<file path="src/rtl/uart_cmd_wrapper.sv">
// uart_cmd_wrapper: 8N1 UART that assembles two received bytes into a 16-bit command and transmits response bytes
// The RX and TX engines run independently; a byte strobe feeds the WAIT_HI/WAIT_LO command assembler.
module uart_cmd_wrapper #(
  parameter int BAUD_DIV   = 2604,
  parameter int IB_TIMEOUT = 16
) (
  input  logic        clk,
  input  logic        rst,
  input  logic        RX,
  output logic        TX,
  output logic [15:0] cmd,
  output logic        cmd_rdy,
  input  logic        clr_cmd_rdy,
  input  logic [7:0]  resp,
  input  logic        send_resp,
  output logic        resp_sent
);
  localparam int CW = $clog2(BAUD_DIV + 1);
  localparam int TW = $clog2(IB_TIMEOUT * BAUD_DIV + 1);
  localparam logic [CW-1:0] HALF   = CW'(BAUD_DIV / 2 - 1);
  localparam logic [CW-1:0] FULL   = CW'(BAUD_DIV - 1);
  localparam logic [TW-1:0] TO_LIM = TW'(IB_TIMEOUT * BAUD_DIV - 1);
  typedef enum logic {RX_IDLE, RX_BUSY} rx_st_t;
  typedef enum logic {WAIT_HI, WAIT_LO} cmd_st_t;
  typedef enum logic {TX_IDLE, TX_SHIFT} tx_st_t;
  logic          r_rx_meta, r_rx_sync, r_rx_prev;
  rx_st_t        r_rx_st;
  logic [CW-1:0] r_rx_cnt;
  logic [3:0]    r_rx_bit;
  logic [7:0]    r_rx_byte;
  logic          r_byte_stb;
  cmd_st_t       r_st;
  logic [7:0]    r_hi;
  logic [TW-1:0] r_to_cnt;
  tx_st_t        r_tx_st;
  logic [CW-1:0] r_tx_cnt;
  logic [3:0]    r_tx_bit;
  logic [8:0]    r_tx_shift;
  logic          w_rx_start, w_rx_tick;
  assign w_rx_start = (r_rx_st == RX_IDLE) && r_rx_prev && !r_rx_sync;
  assign w_rx_tick  = r_rx_cnt == ((r_rx_bit == 4'd0) ? HALF : FULL);
  // bit index 0 is the start bit (half-period sample), 1..8 data, 9 stop
  always_ff @(posedge clk or posedge rst) begin
    if (rst) begin
      r_rx_meta  <= 1'b1;
      r_rx_sync  <= 1'b1;
      r_rx_prev  <= 1'b1;
      r_rx_st    <= RX_IDLE;
      r_rx_cnt   <= '0;
      r_rx_bit   <= '0;
      r_rx_byte  <= '0;
      r_byte_stb <= 1'b0;
    end else begin
      r_rx_meta  <= RX;
      r_rx_sync  <= r_rx_meta;
      r_rx_prev  <= r_rx_sync;
      r_byte_stb <= 1'b0;
      if (w_rx_start) begin
        r_rx_st  <= RX_BUSY;
        r_rx_cnt <= '0;
        r_rx_bit <= '0;
      end else if (r_rx_st == RX_BUSY) begin
        if (!w_rx_tick) r_rx_cnt <= r_rx_cnt + 1'b1;
        else begin
          r_rx_cnt <= '0;
          r_rx_bit <= r_rx_bit + 4'd1;
          if (r_rx_bit != 4'd0 && r_rx_bit != 4'd9) r_rx_byte <= {r_rx_sync, r_rx_byte[7:1]};
          if (r_rx_bit == 4'd9) begin
            r_rx_st    <= RX_IDLE;
            r_rx_bit   <= '0;
            r_byte_stb <= r_rx_sync;
          end
        end
      end
    end
  end
  // inter-byte timeout only advances while the receiver is idle in WAIT_LO
  always_ff @(posedge clk or posedge rst) begin
    if (rst) begin
      r_st     <= WAIT_HI;
      r_hi     <= '0;
      r_to_cnt <= '0;
      cmd      <= '0;
      cmd_rdy  <= 1'b0;
    end else begin
      if (r_st == WAIT_HI) begin
        if (r_byte_stb) begin
          r_hi     <= r_rx_byte;
          r_st     <= WAIT_LO;
          r_to_cnt <= '0;
        end
      end else if (r_byte_stb) begin
        cmd  <= {r_hi, r_rx_byte};
        r_st <= WAIT_HI;
      end else if (r_rx_st == RX_IDLE && !w_rx_start) begin
        if (r_to_cnt == TO_LIM) r_st <= WAIT_HI;
        else r_to_cnt <= r_to_cnt + 1'b1;
      end
      cmd_rdy <= (r_st == WAIT_LO && r_byte_stb) ? 1'b1 :
                 (clr_cmd_rdy || (r_st == WAIT_HI && r_byte_stb)) ? 1'b0 : cmd_rdy;
    end
  end
  always_ff @(posedge clk or posedge rst) begin
    if (rst) begin
      TX         <= 1'b1;
      resp_sent  <= 1'b0;
      r_tx_st    <= TX_IDLE;
      r_tx_cnt   <= '0;
      r_tx_bit   <= '0;
      r_tx_shift <= '0;
    end else if (r_tx_st == TX_IDLE) begin
      if (send_resp) begin
        TX         <= 1'b0;
        resp_sent  <= 1'b0;
        r_tx_st    <= TX_SHIFT;
        r_tx_cnt   <= '0;
        r_tx_bit   <= '0;
        r_tx_shift <= {1'b1, resp};
      end
    end else if (r_tx_cnt != FULL) r_tx_cnt <= r_tx_cnt + 1'b1;
    else begin
      r_tx_cnt <= '0;
      if (r_tx_bit == 4'd9) begin
        r_tx_st   <= TX_IDLE;
        r_tx_bit  <= '0;
        resp_sent <= 1'b1;
      end else begin
        r_tx_bit   <= r_tx_bit + 4'd1;
        TX         <= r_tx_shift[0];
        r_tx_shift <= {1'b1, r_tx_shift[8:1]};
      end
    end
  end
endmodule
</file>
<file path="config.mk">
export PLATFORM = sky130hd
export DESIGN_NAME = uart_cmd_wrapper
export DESIGN_NICKNAME = d
export VERILOG_FILES = /design/src/rtl/uart_cmd_wrapper.sv
export SDC_FILE = /design/constraint.sdc
export NUM_CORES = 1
export LEC_CHECK = 0
export ABC_AREA = 1
export CAP_MARGIN = 40
export CORE_UTILIZATION = 60
export DETAILED_ROUTE_END_ITERATION = 10
export MAX_ROUTING_LAYER = met4
export PLACE_DENSITY = 0.83
export SLEW_MARGIN = 15
export SYNTH_ARGS = -nofsm -noshare
export SYNTH_HDL_FRONTEND = slang
export SYNTH_SLANG_ARGS = --single-unit
</file>
<file path="constraint.sdc">
create_clock -name clk -period 6.35 [get_ports clk]
set_clock_uncertainty 0.1 [all_clocks]
set_input_delay 1.27 -clock clk [delete_from_list [all_inputs] [get_ports clk]]
set_output_delay 1.27 -clock clk [all_outputs]
set_load 0.03 [all_outputs]
</file>
==> flow_metrics.tcl, run 1 <==
set metrics [dict create \
    vias_per_cell 5.42 \
    dr.pass1.iters 5 \
    synthAdderAreaFrac_pct 1.97 \
    layout-drive-gt1-share_pct 7.41 \
    synthSimpleGateAreaFrac_pct 33.2 \
    wl_per_cell_um 12.9 \
    power_uw 1570 \
    syn_nets 663 \
    crit_path_max_fanout 2 \
    hold_viol 0 \
    dp_hpwl_um 7010 \
    cts_made_buffers 9 \
    finalSetupViolations 0 \
    start_kind "register" \
    timing.final.crit_share_pct 46.2 \
    synth.distinct_cells 35 \
    hp-class "register to register" \
    cts_tree "done" \
    synth_xor_area_share_pct 3.45 \
    grt.total_usage_pct 25.5 \
    relSlewSlack_pct 46.7 \
    tns_ns 0 \
    power_switching_uw 565 \
    fmax_mhz 341 \
    max_cap_violations 0 \
    root_buffer "clkbuf_8" \
    worst_skew_pair.late_latency_ns 0.37 \
    mostFrequentLayoutCell "nand2_1" \
    critPathBufInv 1 \
    irDropWorstVdd_mv 0.167 \
    area_delta_synth_final_pct 11.2 \
    dieArea_sq_um 8830 \
    final_nets 691 \
    synth.cell_area_sq_um 5070 \
    required_ns 4.98 \
    p_seq_share_pct 51.5 \
    crit_slowest_cell "clkdlybuf4s50_1" \
    ant_nets 0 \
    syn_inst 642 \
    reg2reg_to "r_tx_shift[0]" \
    antenna_found_initial 0 \
    grt.overflow.total 0 \
    clkSlewWorstSetupHoldPaths_ns 0.10 \
    drcViolationCount 0 \
    finalCriticalPeriod_ns 2.93 \
    muxShareOfSynthArea_pct 1.78 \
    arrival_ns 1.56 \
    num_vias 4225 \
    clockBufferDepth 2 \
    grt_pass1_wl_um 17300 \
    p_clk_share_pct 25.8 \
    cts.sinks 99 \
    antenna_cells 0 \
    rrSetupSlack_ns 4.32 \
    combPwrFrac_pct 22.7 \
    first_iter_violations 210 \
    place_ws_ns 3.36 \
    ys_seq_elements 99 \
    worstHoldPathCells 0 \
    run_status "complete, no violations" \
    crit_type "register to primary output" \
    max_stage_delay_ns 0.66 \
    r2r_cells 8 \
    design_area_sq_um 5640 \
    worst_slew_pin_slew_ns 0.797 \
    num_rows 33 \
    switching_share_pct 36.0 \
    reg2reg_from "r_tx_cnt[0]" \
    die_y_um 94.0 \
    design.portCount 32 \
    crit_path_end_kind "primary output" \
    synth_area_per_cell_sq_um 7.90 \
    rsz0062_at_grt "no" \
    cts_resized 0 \
    fin_ws_ns 3.42 \
    nFillCells 634 \
    ys.warnings.count 0 \
    initial_core_util_pct 61.8 \
    port_buffers 31 \
    core_sq_um 8220 \
    p_leak_uw 0.00278 \
    synth-compound-area-share_pct 4.27 \
    worstHoldEndpoint "r_rx_sync" \
    seq_area_frac_synth_pct 48.9 \
    powerDensity_nw_per_um2 278 \
    cts_setup_buffers 0 \
    place.gp.congestion 0.936 \
    grt_max_degree 64 \
    cp_top_family "buffers and inverters" \
    htree_num_levels 3 \
    hp-start "r_rx_meta" \
    postPlaceCellArea_sq_um 5440 \
    p_int_uw 1010 \
    cts_hold_buf 0 \
    totalWireLength_um 10000 \
    maxSlewViolCount 0 \
    die_w_um 94.0 \
    synth_top_family_by_area "simple AND/OR/NAND/NOR gates" \
    path_cells "clkdlybuf4s50_1" \
    layout_common_cells "nand2_1, dfrtp_1, nor2_1" \
    grt_pass1_vias 4041 \
]
==> state kept, by name, summed over array words and instances (netlist names) <==
| register | flops |
|---|---|
| r_rx_bit | 4 |
| r_st | 1 |
| r_rx_meta | 1 |
| r_hi | 8 |
| r_tx_bit | 4 |
| TX | 1 |
| r_to_cnt | 16 |
| r_rx_byte | 8 |
| r_tx_st | 1 |
| r_rx_sync | 1 |
| r_rx_prev | 1 |
| resp_sent | 1 |
| r_rx_st | 1 |
| r_rx_cnt | 12 |
| cmd_rdy | 1 |
| r_tx_shift | 9 |
| r_byte_stb | 1 |
| r_tx_cnt | 12 |
| cmd | 16 |
==> how the worst max path moves through the flow <==
| stage | slack (ns) | cells after the start | start | endpoint |
|---|---|---|---|---|
| 2_1_floorplan | 2.40 | 1 | rst | cmd[0] |
| 3_3_place_gp | 3.40 | 3 | rst | r_to_cnt[12] |
| 3_5_place_dp | 3.36 | 3 | rst | r_hi[3] |
| 4_1_cts | 3.39 | 1 | TX | TX |
| 5_1_grt | 3.35 | 1 | TX | TX |
| 6_report | 3.42 | 1 | TX | TX |
==> synthesized netlist by cell type <==
cell type / n / area [sq um]
buf_6: 3 / 33.8
nand2_4: 2 / 22.5
nor3_2: 1 / 10.0
nand4_1: 18 / 113
nor3b_1: 1 / 7.51
ha_1: 8 / 100
o21a_1: 1 / 7.51
inv_2: 4 / 15.0
nor2_1: 85 / 319
xor2_1: 15 / 131
a21oi_2: 1 / 8.76
nand3_2: 2 / 20.0
nor2_4: 1 / 11.3
nand4_4: 1 / 21.3
mux2_2: 8 / 90.1
nor3_4: 1 / 16.3
and2_1: 2 / 12.5
a31o_2: 1 / 8.76
dfrtp_1: 95 / 2380
nand2_1: 198 / 743
nor3_1: 7 / 35.0
dfstp_2: 4 / 105
nand3b_1: 2 / 15.0
xnor2_1: 5 / 43.8
o21ai_0: 31 / 155
o21bai_1: 1 / 7.51
a21oi_1: 1 / 5.00
clkbuf_1: 9 / 33.8
nand3_1: 60 / 300
buf_2: 3 / 15.0
o21ai_1: 1 / 5.00
nor2_2: 1 / 6.26
o22ai_1: 3 / 18.8
nand2_2: 5 / 31.3
inv_1: 61 / 229
==> layout make-up <==
class                      instances  area (sq um)  share of cell area (%)
multi-input combinational        463          2270                    40.1
tap                              105           131                    2.33
clock buffer                       9           124                    2.19
sequential                        99          2480                    44.0
timing repair buffer              32           318                    5.63
inverter                          65           246                    4.37
clock inverter                     7          76.3                    1.35
==> power groups by stage <==
stage	Combinational [uW]	Clock, uW	Sequential, uW
4_1_cts	359	414	806
2_1_floorplan	284	0	798
5_1_grt	412	439	823
6_report	357	405	808
3_5_place_dp	358	0	817
3_3_place_gp	336	0	813
==> through the flow <==
stage / instances / hold WS [ns] / utilization, %
3_5_place_dp: 764 / 0.247 / 66.3
6_report: 780 / 0.260 / 68.7
4_1_cts: 780 / 0.261 / 68.7
2_1_floorplan: 642 / 0.245 / -
3_3_place_gp: 764 / 0.247 / 66.3
5_1_grt: 780 / 0.262 / 68.7
==> layer usage <==
metal | GRT usage (%) | part of all wire [%] | vias up
met2 | 44.5 | 52 | 86
met5 | - | 0 | -
li1 | - | - | 2099
met4 | 8.46 | 0.93 | 0
met3 | 4.45 | 2.9 | 8
met1 | 29.7 | 44 | 2032
==> kinds of logic after synthesis <==
group | Yosys count
buffers and inverters | 80
multiplexers | 8
AO/OA/AOI/OAI | 40
AND/OR/NAND/NOR | 387
XOR/XNOR | 20
flip-flops | 99
adder cells (fa/ha/maj) | 8
Note: power is estimated with default switching activity, not from simulation.
==> run 2: changes to the inputs <==
--- a/config.mk
+++ b/config.mk
@@ -7,10 +7,10 @@
 export LEC_CHECK = 0
 export ABC_AREA = 1
 export CAP_MARGIN = 40
-export CORE_UTILIZATION = 60
+export CORE_UTILIZATION = 59
 export DETAILED_ROUTE_END_ITERATION = 10
 export MAX_ROUTING_LAYER = met4
-export PLACE_DENSITY = 0.83
+export PLACE_DENSITY = 0.81
 export SLEW_MARGIN = 15
 export SYNTH_ARGS = -nofsm -noshare
 export SYNTH_HDL_FRONTEND = slang
==> constraint.sdc (replaced) <==
create_clock -name clk -period 2.9 [get_ports clk]
set_clock_uncertainty 0.1 [all_clocks]
set_input_delay 0.58 -clock clk [delete_from_list [all_inputs] [get_ports clk]]
set_output_delay 0.58 -clock clk [all_outputs]
set_load 0.03 [all_outputs]
==> flow_metrics.tcl, run 2 (synthesized netlist as in run 1, its figures left out) <==
set metrics [dict create \
    grt.total_usage_pct 25.3 \
    relSlewSlack_pct 48.3 \
    clockBufferDepth 2 \
    area_delta_synth_final_pct 11.6 \
    antenna_cells 0 \
    worst_slew_pin_slew_ns 0.773 \
    dp_hpwl_um 6990 \
    critPathBufInv 1 \
    grt.overflow.total 0 \
    tns_ns 0 \
    power_uw 3450 \
    largestRegisters "cmd (16), r_to_cnt (16)" \
    irDropWorstVdd_mv 0.565 \
    finalCriticalPeriod_ns 2.26 \
    dieArea_sq_um 8980 \
    first_iter_violations 190 \
    cts_hold_buf 0 \
    num_vias 4193 \
    fmax_mhz 443 \
    place_ws_ns 0.790 \
    place.gp.congestion 0.914 \
    powerDensity_nw_per_um2 610 \
    max_stage_delay_ns 0.66 \
    die_w_um 94.7 \
    wl_per_cell_um 12.9 \
    grt.met1_usage_pct 30.2 \
    ant_nets 0 \
    htree_num_levels 3 \
    crit_slowest_cell "clkdlybuf4s50_1" \
    totalWireLength_um 10000 \
    path_depth 1 \
    layout-drive-gt1-share_pct 7.41 \
    dr.pass1.iters 5 \
    grt_most_used_layer "met2" \
    root_buffer "clkbuf_8" \
    r2r_cells 8 \
    crit_path_end_kind "primary output" \
    run_status "complete, no violations" \
    max_cap_violations 0 \
    finalSetupViolations 0 \
    hold_viol 0 \
    path_cells "clkdlybuf4s50_1" \
    num_rows 33 \
    mostFrequentLayoutCell "nand2_1" \
    rsz0062_at_grt "no" \
    rrSetupSlack_ns 0.88 \
    reg2reg_to "r_tx_shift[1]" \
    layout_common_cells "nand2_1, dfrtp_1, nor2_1" \
    final_nets 691 \
    cts.sinks 99 \
    worst_skew_pair.late_latency_ns 0.38 \
    grt_max_degree 100 \
    arrival_ns 1.58 \
    initial_core_util_pct 61.5 \
    cts_resized 0 \
    critPathLaunch "TX" \
    required_ns 2.22 \
    clkSlewWorstSetupHoldPaths_ns 0.10 \
    core_sq_um 8260 \
    grt_util_met3_pct 4.67 \
    port_buffers 31 \
    cp_top_family "buffers and inverters" \
    hp-class "register to register" \
    drcViolationCount 0 \
    crit_path_max_fanout 2 \
    maxSlewViolCount 0 \
    crit_end "TX" \
    grt_pass1_wl_um 17400 \
    start_kind "register" \
    timing.final.crit_share_pct 77.8 \
    die_y_um 94.7 \
    antenna_found_initial 0 \
    grt_util_met2_pct 43.5 \
    vias_per_cell 5.38 \
    reg2reg_from "r_tx_cnt[0]" \
    cts_setup_buffers 0 \
    cts_tree "done" \
    fin_ws_ns 0.644 \
    design.portCount 32 \
    crit_type "register to primary output" \
    p_leak_uw 0.00278 \
    grt_pass1_vias 3982 \
    cts_made_buffers 9 \
]
-- run 2: metrics by stage --
step | instances | util [%] | hold WS [ns] | instance area, sq um
floorplan | 642 | - | 0.245 | 5080
global placement | 764 | 66.1 | 0.246 | 5460
detailed placement | 764 | 66.1 | 0.251 | 5460
CTS | 780 | 68.6 | 0.266 | 5660
global route | 780 | 68.6 | 0.269 | 5660
finish | 780 | 68.6 | 0.264 | 5660
-- run 2: power breakdown --
part	switching, uW	internal, uW	total, uW
registers	197	1580	1770
logic	507	284	791
clock network	545	345	890
total	1250	2210	3450
-- run 2: area by class of cell --
type	count	area (sq um)
multi-input cells	463	2270
well taps	105	131
repair buffers	32	330
fillers	679	2590
inverters	65	248
clock buffers	9	124
clock inverters	7	81.3
flip-flops and latches	99	2480
-- run 2: worst min-delay path by stage --
stage | start | to | slack, ns | cells after the start
after global placement | r_rx_meta | r_rx_sync | 0.25 | 0
after detailed placement | r_rx_meta | r_rx_sync | 0.25 | 0
after CTS | r_rx_meta | r_rx_sync | 0.27 | 0
after floorplan | r_rx_meta | r_rx_sync | 0.25 | 0
final | r_rx_meta | r_rx_sync | 0.26 | 0
after global routing | r_rx_meta | r_rx_sync | 0.27 | 0
-- run 2: routing by layer --
layer  up-vias  wire [um]
met5         -          0
met4         0        108
met3         9        365
met2        91       5070
met1      1995       4480
li1       2098          -
